==> src/rtl/game_board_wb_responder.sv <==
// Wishbone slave holding the game board field memory, one byte per field, with a
// self-clearing sequencer after reset or clear_req. Define WB_ERR_EN to flag bad addresses on wb_err_o.
`timescale 1ns/1ps

// state   | meaning
// S_IDLE  | waiting for a strobe or a clear request
// S_ACK   | ack (or err) pulse for the access sampled on the previous edge
// S_CLEAR | zeroing the board, one field per cycle
module game_board_wb_responder #(
  parameter int ROWS  = 16,
  parameter int COLS  = 16,
  parameter int ADR_W = 8
) (
  input  logic             clk,
  input  logic             rst,
  input  logic             clear_req,
  output logic             busy,
  input  logic             wb_cyc_i,
  input  logic             wb_stb_i,
  input  logic             wb_we_i,
  input  logic [ADR_W-1:0] wb_adr_i,
  input  logic [7:0]       wb_dat_i,
  output logic [7:0]       wb_dat_o,
  output logic             wb_ack_o,
  output logic             wb_err_o
);

  localparam int DEPTH = ROWS * COLS;

  generate
    if ((2 ** ADR_W) < DEPTH) begin : g_adr_w_check
      $error("game_board_wb_responder: ADR_W too small for ROWS*COLS fields");
    end
  endgenerate

  typedef enum logic [1:0] {
    S_IDLE  = 2'd0,
    S_ACK   = 2'd1,
    S_CLEAR = 2'd2
  } state_t;

  state_t           state;
  state_t           state_nx;
  logic [ADR_W-1:0] clr_ctr;
  logic [7:0]       dat_q;
  logic [7:0]       mem [DEPTH];
  logic             req;
  logic             adr_ok;
  logic             start;
  logic             last_clr;

  assign req      = wb_cyc_i & wb_stb_i;
  assign adr_ok   = (32'(wb_adr_i) < DEPTH);
  // clear_req wins over a same-cycle strobe; the strobe is picked up after the clear
  assign start    = (state == S_IDLE) & ~clear_req & req;
  assign last_clr = (state == S_CLEAR) & (clr_ctr == ADR_W'(DEPTH - 1));

  always_ff @(posedge clk or negedge rst) begin
    if (!rst) begin
      state <= S_CLEAR;
    end else begin
      state <= state_nx;
    end
  end

  always_comb begin
    state_nx = state;
    case (state)
      S_IDLE: begin
        if (clear_req) begin
          state_nx = S_CLEAR;
        end else if (req) begin
          state_nx = S_ACK;
        end
      end
      S_ACK:   state_nx = S_IDLE;
      S_CLEAR: begin
        if (last_clr) begin
          state_nx = S_IDLE;
        end
      end
      default: state_nx = S_IDLE;
    endcase
  end

  always_ff @(posedge clk or negedge rst) begin
    if (!rst) begin
      clr_ctr <= '0;
      dat_q   <= 8'h00;
    end else begin
      if (last_clr) begin
        clr_ctr <= '0;
      end else if (state == S_CLEAR) begin
        clr_ctr <= clr_ctr + ADR_W'(1);
      end
      if (start) begin
        dat_q <= (!wb_we_i && adr_ok) ? mem[wb_adr_i] : 8'h00;
      end
    end
  end

  // Field memory has no reset; the CLEAR sequence is what zeroes it.
  always_ff @(posedge clk) begin
    if (state == S_CLEAR) begin
      mem[clr_ctr] <= 8'h00;
    end else if (start && wb_we_i && adr_ok) begin
      mem[wb_adr_i] <= wb_dat_i & 8'h7F;
    end
  end

`ifdef WB_ERR_EN
  logic err_q;

  always_ff @(posedge clk or negedge rst) begin
    if (!rst) begin
      err_q <= 1'b0;
    end else if (start) begin
      err_q <= ~adr_ok;
    end
  end

  always_comb begin
    busy     = (state == S_CLEAR);
    wb_ack_o = (state == S_ACK) & ~err_q;
    wb_err_o = (state == S_ACK) & err_q;
    wb_dat_o = dat_q;
  end
`else
  always_comb begin
    busy     = (state == S_CLEAR);
    wb_ack_o = (state == S_ACK);
    wb_err_o = 1'b0;
    wb_dat_o = dat_q;
  end
`endif

endmodule
==> config.mk <==
export PLATFORM = sky130hd
export DESIGN_NAME = game_board_wb_responder
export DESIGN_NICKNAME = d
export VERILOG_FILES = /design/src/rtl/game_board_wb_responder.sv
export SDC_FILE = /design/constraint.sdc
export NUM_CORES = 2
export LEC_CHECK = 0
export ABC_CLOCK_PERIOD_IN_PS = 6520
export BUFFER_PORTS_ARGS = -buffer_cell sky130_fd_sc_hd__buf_2
export CORE_UTILIZATION = 60
export CTS_BUF_LIST = sky130_fd_sc_hd__clkbuf_16
export DETAILED_ROUTE_END_ITERATION = 10
export GPL_TIMING_DRIVEN = 1
export PLACE_DENSITY = 0.76
export SYNTH_ARGS = -nofsm -noshare
export SYNTH_HDL_FRONTEND = slang
export SYNTH_SLANG_ARGS = --single-unit
==> constraint.sdc <==
create_clock -name clk -period 6.52 [get_ports clk]
set_input_delay 0.326 -clock clk [delete_from_list [all_inputs] [get_ports clk]]
set_output_delay 0.326 -clock clk [all_outputs]
set_load 0.02 [all_outputs]
==> flow_summary.ini <==
[synth]
postSynthAreaPerCell_um2 = 20.71
synth-edff-count = 1792
yosysWarnings = 0
synthTopCellsByArea = edfxtp_1 (76%), mux4_2 (13%), mux2i_1 (1.7%)
yosysSeqAreaShare_pct = 76.93
ys_ff_latch = 1809
synth_ff_type = edfxtp_1
synth_area_um2 = 70510
synthArstFlopShare_pct = 0.9397
yosys.area.top_type = edfxtp_1
yosysMostFrequentCell = edfxtp_1
syn_inst = 3405
synth_common_cells = edfxtp_1 (1792), mux4_2 (403), nor2_1 (272)
synth_cell_type_count = 64
synth_top_area_share_pct = 76.32

[floorplan]
die-height_um = 344.8
num_rows = 125
core_area_um2 = 116400
dieArea_um2 = 118900
pin_count = 33
fp.dieW_um = 344.8
initial_core_util_pct = 60.59

[route]
drc_errors = 0
firstDrtPassIters = 6
num_vias = 36140
routed_wl_um = 173000
drtIter0Drc = 5138
wl_per_cell_um = 33.77
ant_nets = 0
viasPerCell = 7.053

[place]
dp_hpwl_um = 100100
numPortBuffers = 29
placed_cells = 4809
postPlaceCellArea_um2 = 72020
preCtsSetupSlack_ns = 2.041
gp_congestion = 0.9065

[sta]
skew_ns = 0.02879
setup_viol = 0
period_share_pct = 71.84
slew_viol_final = 0
clock.fmax_ghz = 0.2135
worst_slack_ns = 1.836
min_period_ns = 4.684
rsz0062_at_grt = false
tns_ns = 0
fin_hold_ws_ns = 0.1043
worst_slew_pin_slew_ns = 1.325
slew_headroom_pct = 10.48
hold_violations = 0

[setup_path]
cpMaxStageDelayCell = nand3_2
critPathRequiredTime_ns = 6.91
critPathMaxFanout = 18
max_stage_delay_ns = 1.15
cp_cell_sequence = and4bb_1 -> nand3_1 -> nand2_1 -> nand3_2 -> nor2_1
cp.arrival_ns = 5.08
endpoint_kind = register
cp-start-kind = register
crit_type = reg2reg

[power_and_ir_drop]
fin_total_pwr_mw = 24.08
leakagePower_nw = 27.92
irDropWorstVdd_uv = 258.3
p_per_area_nw_per_um2 = 310.7

[clock_network]
path_clk_slew_ns = 0.06
clk_latency_ns = 0.78
cts_num_sinks = 1809
postCtsSetupRepairBufs = 0
hold_buffers = 2
cts_buffers = 170
cts_tree = done
cts_resized = 0
cts_buffer_depth = 3
htree_levels = 4
ctsRootBufferMaster = clkbuf_16

[global_routing]
grt_pass1_wl_um = 249900
grt_use_total_pct = 29.72
antenna_found_initial = 12
grt_remaining_overflow = 0
grt_max_degree = 229
grt_pass1_vias = 35980

[run_status]
status = completed

[layout]
fin_area_um2 = 77520
synthToLayoutAreaGrowth_pct = 9.943
drive_above_1_share_pct = 21.23
fin_util_pct = 66.62
final_cells = 5124
nets = 3482

[hold_path]
min_path_type = in2reg

[flow_run]
cap_violations = 0
layer usage:
metal	up-vias	track usage (%)	wire length, um
li1	14350	-	-
met1	18740	41.40	61980
met2	2604	45.24	81780
met3	429	8.372	22300
met4	18	11.67	6853
met5	-	0	123
cell families after synthesis:
family | Yosys count | synth area share, %
other | 1 | 0.005319
muxes | 521 | 14.55
adders and majority gates | 1 | 0.01774
DFF | 1809 | 76.93
buffers and inverters | 210 | 1.727
and+or+nand+nor | 511 | 3.263
AOI/OAI and AO/OA | 348 | 3.462
xor gates and xnor gates | 4 | 0.04970
power by group:
part | total, mW | internal [mW] | switching (mW)
registers | 12.8 | 12.8 | 0.0706
logic | 1.51 | 0.343 | 1.17
clock network | 9.74 | 5.51 | 4.24
flip-flops by register name, summed over array words and instances (netlist names):
signal	cells
state	2
wb_dat_o	7
clr_ctr	8
mem	1792
critical path, delay by kind of cell (launching register included):
kind / cells / cell delay [ns]
and+or+nand+nor: 5 / 3.87
DFF: 1 / 0.42
cell usage in the layout, fill, tap and decap left out, types with 8 or more instances in the layout:
cell | netlist | routed
a21oi_1 | 48 | 48
a31oi_1 | 8 | 8
o21ai_0 | 27 | 27
nand3_2 | 0 | 12
a22o_1 | 15 | 15
nor3_1 | 15 | 15
edfxtp_1 | 1792 | 1792
a211oi_1 | 10 | 10
clkinv_2 | 0 | 31
a22oi_1 | 60 | 60
nand3_1 | 42 | 30
clkinv_1 | 4 | 42
inv_6 | 0 | 8
mux4_2 | 403 | 403
nor4_1 | 11 | 11
buf_2 | 48 | 26
a221oi_1 | 14 | 14
o22ai_1 | 75 | 75
mux2i_1 | 117 | 117
inv_1 | 3 | 34
o221ai_1 | 47 | 47
or3_1 | 12 | 12
dfrtp_1 | 16 | 16
nand4_1 | 11 | 11
bufinv_16 | 0 | 15
nand3b_1 | 14 | 14
clkbuf_16 | 0 | 177
buf_4 | 27 | 44
nor2_1 | 272 | 271
nand2_1 | 82 | 81
buf_12 | 1 | 10
path summary, 6_finish.rpt:
kind	start	end	slack (ns)	cells past startpoint
worst min-delay path	wb_dat_i[0]	mem[209][0]	0.10	2
max in group asynchronous	rst	state[1]	5.94	2
min in group asynchronous	rst	clr_ctr[6]	0.22	2
worst max register to register	state[0]	mem[177][4]	1.84	5
worst min register to register	state[0]	state[1]	0.48	1
worst max-delay path	state[0]	mem[177][4]	1.84	5
cell type report:
| type | count | area (um^2) |
|---|---|---|
| clock inverter | 135 | 1042 |
| antenna | 1 | 2.502 |
| timing repair buffer | 84 | 710.7 |
| fill | 7053 | 38840 |
| tap | 1524 | 1907 |
| inverter | 7 | 26.28 |
| multi-input combinational | 1387 | 15160 |
| sequential | 1809 | 54240 |
| clock buffer | 177 | 4429 |
No activity file was read; power rests on OpenSTA's default activity.
